### src/rtl/seg7_scan_driver_pkg.sv
// Shared constants for the 7-segment scan driver.
// Segment vectors are declared [0:6] so that bit 0 is segment a and bit 6 is
// segment g; a literal such as 7'b000_0001 therefore reads left to right as a..g.
// All patterns are active-low (0 lights the segment).
package seg7_pkg;

    typedef logic [0:6] seg_t;

    localparam seg_t SEG_ZERO  = 7'b000_0001;
    localparam seg_t SEG_ONE   = 7'b100_1111;
    localparam seg_t SEG_TWO   = 7'b001_0010;
    localparam seg_t SEG_THREE = 7'b000_0110;
    localparam seg_t SEG_FOUR  = 7'b100_1100;
    localparam seg_t SEG_FIVE  = 7'b010_0100;
    localparam seg_t SEG_SIX   = 7'b010_0000;
    localparam seg_t SEG_SEVEN = 7'b000_1111;
    localparam seg_t SEG_EIGHT = 7'b000_0000;
    localparam seg_t SEG_NINE  = 7'b000_0100;
    localparam seg_t SEG_BLANK = 7'b111_1111;

endpackage

### src/rtl/seg7_scan_driver_if.sv
// Bus between the score/timer logic (master) and the scan driver (slave),
// carrying the display data inputs and the board-pin outputs.
interface seg7_scan_driver_if #(
    parameter int unsigned NUM_DIGITS = 4
);
    import seg7_pkg::*;

    logic [4*NUM_DIGITS-1:0] bcd_in;
    logic [NUM_DIGITS-1:0]   dp_in;
    logic                    load;
    logic                    lz_en;
    logic [NUM_DIGITS-1:0]   an;
    seg_t                    seg;
    logic                    dp;
    logic                    scan_tick;

    modport master (
        output bcd_in, dp_in, load, lz_en,
        input  an, seg, dp, scan_tick
    );

    modport slave (
        input  bcd_in, dp_in, load, lz_en,
        output an, seg, dp, scan_tick
    );

endinterface

### src/rtl/seg7_scan_driver_decode.sv
// BCD to active-low 7-segment decoder. Codes above 9, or an asserted blank
// input, produce an all-off pattern.
module seg7_decode
    import seg7_pkg::*;
(
    input  logic [3:0] i_bcd,
    input  logic       i_blank,
    output seg_t       o_seg
);

    // Pattern lookup; blank overrides the digit value.
    always_comb begin
        o_seg = SEG_BLANK;
        if (!i_blank) begin
            case (i_bcd)
                4'd0:    o_seg = SEG_ZERO;
                4'd1:    o_seg = SEG_ONE;
                4'd2:    o_seg = SEG_TWO;
                4'd3:    o_seg = SEG_THREE;
                4'd4:    o_seg = SEG_FOUR;
                4'd5:    o_seg = SEG_FIVE;
                4'd6:    o_seg = SEG_SIX;
                4'd7:    o_seg = SEG_SEVEN;
                4'd8:    o_seg = SEG_EIGHT;
                4'd9:    o_seg = SEG_NINE;
                default: o_seg = SEG_BLANK;
            endcase
        end
    end

endmodule

### src/rtl/seg7_scan_driver.sv
// Time-multiplexed common-anode 7-segment driver.
// Holds a shadow copy of the BCD value and decimal points, scans one digit per
// REFRESH_DIV clocks and registers an/seg/dp from the current index.
// Optional macro SEG7_GUARD_EN: blanks all anodes for the first GUARD_CYCLES
// divider counts of every digit slot to suppress ghosting.
module seg7_scan_driver
    import seg7_pkg::*;
#(
    parameter int unsigned NUM_DIGITS   = 4,
    parameter int unsigned REFRESH_DIV  = 100000,
    parameter int unsigned GUARD_CYCLES = 4
) (
    input  logic                    clk,
    input  logic                    rst,
    seg7_scan_driver_if.slave       bus
);

    localparam int unsigned DIV_W = (REFRESH_DIV > 1) ? $clog2(REFRESH_DIV) : 1;
    localparam int unsigned IDX_W = (NUM_DIGITS > 1) ? $clog2(NUM_DIGITS) : 1;
    localparam logic [DIV_W-1:0] DIV_LAST = DIV_W'(REFRESH_DIV - 1);
    localparam logic [IDX_W-1:0] IDX_LAST = IDX_W'(NUM_DIGITS - 1);
`ifdef SEG7_GUARD_EN
    localparam bit GUARD_EN = 1'b1;
`else
    localparam bit GUARD_EN = 1'b0;
`endif

    logic [4*NUM_DIGITS-1:0] r_bcd;
    logic [NUM_DIGITS-1:0]   r_dp;
    logic [DIV_W-1:0]        r_div;
    logic [IDX_W-1:0]        r_idx;
    logic                    r_tick;
    logic [NUM_DIGITS-1:0]   r_an;
    seg_t                    r_seg;
    logic                    r_dp_n;

    logic                    w_adv;
    logic [NUM_DIGITS-1:0]   w_lz_mask;
    logic                    w_upper_zero;
    logic [3:0]              w_digit;
    logic                    w_blank;
    seg_t                    w_seg;
    logic                    w_guard;
    logic [NUM_DIGITS-1:0]   w_an_next;

    assign w_adv = (r_div == DIV_LAST);

    // Shadow registers: capture the display value on load.
    always_ff @(posedge clk) begin
        if (rst) begin
            r_bcd <= '0;
            r_dp  <= '0;
        end else if (bus.load) begin
            r_bcd <= bus.bcd_in;
            r_dp  <= bus.dp_in;
        end
    end

    // Refresh divider, digit index and frame-wrap pulse.
    always_ff @(posedge clk) begin
        if (rst) begin
            r_div  <= '0;
            r_idx  <= '0;
            r_tick <= 1'b0;
        end else begin
            r_tick <= w_adv && (r_idx == IDX_LAST);
            if (w_adv) begin
                r_div <= '0;
                r_idx <= (r_idx == IDX_LAST) ? '0 : r_idx + 1'b1;
            end else begin
                r_div <= r_div + 1'b1;
            end
        end
    end

    // Leading-zero mask: digit i is suppressible when it and every digit above
    // it are zero. Digit 0 always displays.
    always_comb begin
        w_lz_mask    = '0;
        w_upper_zero = 1'b1;
        for (int i = NUM_DIGITS - 1; i >= 0; i--) begin
            w_upper_zero = w_upper_zero & (r_bcd[4*i +: 4] == 4'd0);
            if (i != 0) begin
                w_lz_mask[i] = w_upper_zero;
            end
        end
    end

    // Digit mux, blanking and anode select for the current index.
    always_comb begin
        w_digit   = r_bcd[{r_idx, 2'b00} +: 4];
        w_blank   = bus.lz_en & w_lz_mask[r_idx];
        w_guard   = GUARD_EN && (32'(r_div) < GUARD_CYCLES);
        w_an_next = w_guard ? '1 : ~(NUM_DIGITS'(1) << r_idx);
    end

    seg7_decode u_decode (
        .i_bcd   (w_digit),
        .i_blank (w_blank),
        .o_seg   (w_seg)
    );

    // Registered pin outputs, one cycle behind the index.
    always_ff @(posedge clk) begin
        if (rst) begin
            r_an   <= '1;
            r_seg  <= SEG_BLANK;
            r_dp_n <= 1'b1;
        end else begin
            r_an   <= w_an_next;
            r_seg  <= w_seg;
            r_dp_n <= ~r_dp[r_idx];
        end
    end

    assign bus.an        = r_an;
    assign bus.seg       = r_seg;
    assign bus.dp        = r_dp_n;
    assign bus.scan_tick = r_tick;

endmodule
### src/flat_wrapper.sv
// flat-port wrapper written by rule: the top's interface ports become plain ports
module seg7_scan_driver_flat import seg7_pkg::*;
#(
    parameter int unsigned NUM_DIGITS   = 4,
    parameter int unsigned REFRESH_DIV  = 100000,
    parameter int unsigned GUARD_CYCLES = 4
)
  (clk, rst, bus_bcd_in, bus_dp_in, bus_load, bus_lz_en, bus_an, bus_seg, bus_dp, bus_scan_tick);
  seg7_scan_driver_if #(.NUM_DIGITS(NUM_DIGITS)) bus_i ();
  input  logic clk;
  input  logic rst;
  input wire logic [$bits(bus_i.bcd_in)-1:0] bus_bcd_in;
  input wire logic [$bits(bus_i.dp_in)-1:0] bus_dp_in;
  input wire logic [$bits(bus_i.load)-1:0] bus_load;
  input wire logic [$bits(bus_i.lz_en)-1:0] bus_lz_en;
  output wire logic [$bits(bus_i.an)-1:0] bus_an;
  output wire logic [$bits(bus_i.seg)-1:0] bus_seg;
  output wire logic [$bits(bus_i.dp)-1:0] bus_dp;
  output wire logic [$bits(bus_i.scan_tick)-1:0] bus_scan_tick;
  assign bus_i.bcd_in = bus_bcd_in;
  assign bus_i.dp_in = bus_dp_in;
  assign bus_i.load = bus_load;
  assign bus_i.lz_en = bus_lz_en;
  assign bus_an = bus_i.an;
  assign bus_seg = bus_i.seg;
  assign bus_dp = bus_i.dp;
  assign bus_scan_tick = bus_i.scan_tick;
  seg7_scan_driver #(.NUM_DIGITS(NUM_DIGITS), .REFRESH_DIV(REFRESH_DIV), .GUARD_CYCLES(GUARD_CYCLES)) u_core (.clk(clk), .rst(rst), .bus(bus_i));
endmodule
### config.mk
export PLATFORM = sky130hd
export DESIGN_NAME = seg7_scan_driver_flat
export DESIGN_NICKNAME = d
export VERILOG_FILES = /design/src/rtl/seg7_scan_driver_pkg.sv /design/src/rtl/seg7_scan_driver_if.sv /design/src/rtl/seg7_scan_driver_decode.sv /design/src/rtl/seg7_scan_driver.sv /design/src/flat_wrapper.sv
export SDC_FILE = /design/constraint.sdc
export NUM_CORES = 1
export LEC_CHECK = 0
export ABC_AREA = 1
export BUFFER_PORTS_ARGS = -buffer_cell sky130_fd_sc_hd__buf_2
export CAP_MARGIN = 40
export CORE_ASPECT_RATIO = 1.4
export CORE_MARGIN = 5
export CORE_UTILIZATION = 60
export CTS_CLUSTER_SIZE = 30
export DETAILED_ROUTE_END_ITERATION = 16
export PLACE_DENSITY_LB_ADDON = 0.12
export SYNTH_ARGS = -nofsm -noshare
export SYNTH_HDL_FRONTEND = slang
export SYNTH_SLANG_ARGS = --single-unit
export TNS_END_PERCENT = 100
### constraint.sdc
create_clock -name clk -period 3.2 [get_ports clk]
set_input_delay 0 -clock clk [delete_from_list [all_inputs] [get_ports clk]]
set_output_delay 0 -clock clk [all_outputs]
set_load 0.03 [all_outputs]
==> impl_metrics.tcl <==
set metrics [dict create \
    drv_slew 0 \
    fin_skew_ps 4.059 \
    ys_top_cells_by_area "dfxtp_1 42%, nor2_1 11%, nand2_1 10%, nand3_1 5.6%, ha_1 5.5%" \
    yosysWarnings 0 \
    antenna_found_initial 0 \
    hold_class "primary input to flip-flop" \
    synth_compound_area_share_pct 7.781 \
    synth-xor-area-share_pct 2.108 \
    die_y_um 86.26 \
    clk_pin_slew_ps 90 \
    dr.pass1.iters 4 \
    grt_max_degree 29 \
    synth-main-ff-cell "dfxtp_1" \
    via_per_inst 5.196 \
    vias 2281 \
    yosys-top-cells-count "73 x nor2_1, 69 x nand2_1, 52 x dfxtp_1" \
    core_um2 3986 \
    drive_gt1_share_pct 16.92 \
    postCtsSetupRepairBufs 0 \
    finalHoldViolations 1 \
    min_to "u_core.r_bcd[7]" \
    worst_setup_path_start_kind "flip-flop" \
    grt_setup_unrepaired "no" \
    relSlewSlack_pct 53.99 \
    crit_fanout 16 \
    synth-seq-cells 52 \
    worstMarginPinSlew_ps 689.4 \
    dp_hpwl_um 3928 \
    min_period_ps 1992 \
    ant_nets 0 \
    diodes 0 \
    synth_most_common_cell "nor2_1" \
    synth-simple-area-share_pct 36.19 \
    grt_pass1_vias 2257 \
    finalCritPeriodShare_pct 62.24 \
    reg2reg_from "u_core.r_idx[0]" \
    status "finished, violations left" \
    io-pin-count 37 \
    wirelength_um 5533 \
    crit_type "flip-flop to flip-flop" \
    track_usage_pct 21.37 \
    syn_avg_cell_area_um2 7.266 \
    grt_overflow 0 \
    netlist_area_um2 2492 \
    synth_top_family_by_area "simple AND/OR/NAND/NOR gates" \
    min_from "bus_bcd_in[7]" \
    worst-endpoint-arrival_ps 2180 \
    place_area_um2 2666 \
    cts_buffers 5 \
    synth_adder_area_share_pct 5.522 \
    synth_cells 343 \
    power_density_nw_per_um2 439.5 \
    syn-num-nets 378 \
    cts_htree_levels 2 \
    ff2ff_setup_slack_ps 1210 \
    violations "negative hold slack" \
    synth_enable_flop_cells 0 \
    timing.fmax_mhz 502.1 \
    first_iter_violations 166 \
    cap_violations 0 \
    final_cell_area_um2 2958 \
    clk_latency_ps 310 \
    setup-tns-final_ps 0 \
    async_reset_ff_share_pct 0 \
    wl_per_cell_um 12.60 \
    start_util_pct 62.52 \
    power_uw 1300 \
    cts_tree "done" \
    required_ps 3390 \
    gp_congestion 0.9151 \
    io_buffers 36 \
    power.leakage_uw 0.001250 \
    hold-path-cell-count 3 \
    synth_mux_area_share_pct 0 \
    cts.sinks 52 \
    rows 27 \
    cts_root_buf "clkbuf_8" \
    synth_top_area_cell "dfxtp_1" \
    fin_nets 430 \
    reg2reg_depth 9 \
    grt_pass1_wl_um 9446 \
    cp-end-kind "flip-flop" \
    finalSetupViolations 0 \
    yosysUniqueCellTypes 29 \
    fp.dieW_um 64.47 \
    die_area_um2 5561 \
    peakVddDrop_mv 0.3028 \
    synth_top_area_share_pct 41.77 \
    timing.rr.end "u_core.bus.seg[1]" \
    drc 0 \
    hold_slack_ps -4.362 \
    cts_max_path_buffers 2 \
    syn_to_final_growth_pct 18.67 \
    yosysSeqAreaShare_pct 41.77 \
]
## placed cells by master, fill, tap and decap left out, types with 2 or more instances in the layout
cell type	n
dfxtp_1	52
nand2_2	4
clkbuf_8	5
xnor2_1	3
buf_2	36
nor3_1	4
ha_1	11
nand4_1	3
inv_2	5
xor2_1	3
a21oi_1	12
nand2_1	69
nand3_1	28
inv_1	22
nand3_2	2
o21ai_0	24
nand2_4	3
nor2_1	73
nand3b_1	3
dlygate4sd3_1	18
nor2_2	5
## cells by family after synthesis
family / after synthesis
AND/OR/NAND/NOR: 199
buffers and inverters: 37
flip-flops: 52
XOR/XNOR: 6
adder cells (fa/ha/maj): 11
AO/OA/AOI/OAI: 38
## metal layers
| metal | vias up | wire (um) | global-route usage (%) |
|---|---|---|---|
| met5 | - | 0 | 0 |
| met4 | 0 | 171 | 9.615 |
| met3 | 18 | 185 | 4.540 |
| met2 | 45 | 3013 | 41.26 |
| met1 | 1028 | 2163 | 21.49 |
| li1 | 1190 | - | - |
## state kept, by name, summed over array words and instances (netlist names)
register / flops
u_core.bus.dp: 1
u_core.r_idx: 2
u_core.bus.seg: 7
u_core.bus.an: 4
u_core.r_bcd: 16
u_core.r_div: 17
u_core.r_dp: 4
u_core.bus.scan_tick: 1
## where the power goes
part / switching [uW] / internal, uW / total, uW
combinational: 91.1 / 63.5 / 155
clock: 220 / 232 / 451
sequential: 16.6 / 678 / 694
## worst max-delay path by stage
stage	startpoint	end	slack, ps	cells past startpoint
after detailed placement	u_core.r_idx[0]	u_core.bus.seg[1]	1220	9
after CTS	u_core.r_idx[0]	u_core.bus.seg[1]	1190	9
after global placement	u_core.r_idx[0]	u_core.bus.seg[1]	1350	9
final	u_core.r_idx[0]	u_core.bus.seg[1]	1210	9
after global routing	u_core.r_idx[0]	u_core.bus.seg[1]	960	9
after floorplan	u_core.r_idx[0]	u_core.bus.seg[1]	1640	10
## layout make-up
| cell class | count | area (um^2) |
|---|---|---|
| clock buffer | 5 | 68.82 |
| clock inverter | 3 | 42.54 |
| fill | 338 | 1028 |
| inverter | 28 | 105.1 |
| multi-input combinational | 254 | 1286 |
| sequential | 52 | 1041 |
| tap | 43 | 53.80 |
| timing repair buffer | 54 | 360.3 |
## timing repair
action | CTS | global route
gates resized for setup | 0 | 0
endpoints found under the setup margin | 0 | 0
hold buffers | 18 | 0
hold endpoints to repair | 24 | 0
## per-stage QoR
| stage | worst slack [ps] | hold slack (ps) | cells | util [%] |
|---|---|---|---|---|
| finish | 1208 | -4.362 | 439 | 74.20 |
| global route | 959.2 | 12.12 | 439 | 74.20 |
| CTS | 1191 | 2.245 | 439 | 74.20 |
| detailed placement | 1219 | 227.8 | 413 | 66.89 |
| global placement | 1349 | 220.4 | 413 | 66.89 |
| floorplan | 1643 | 131.0 | 343 | - |
## critical path, cell delays in order, from the launching register on
cell,delay [ps]
dfxtp_1,630
inv_2,220
nand2_1,120
nand3_1,70
nand2_1,210
inv_1,90
ha_1,190
nand3b_1,170
nand3_1,100
nand3_1,80
Note: power is estimated with default switching activity, not from simulation.
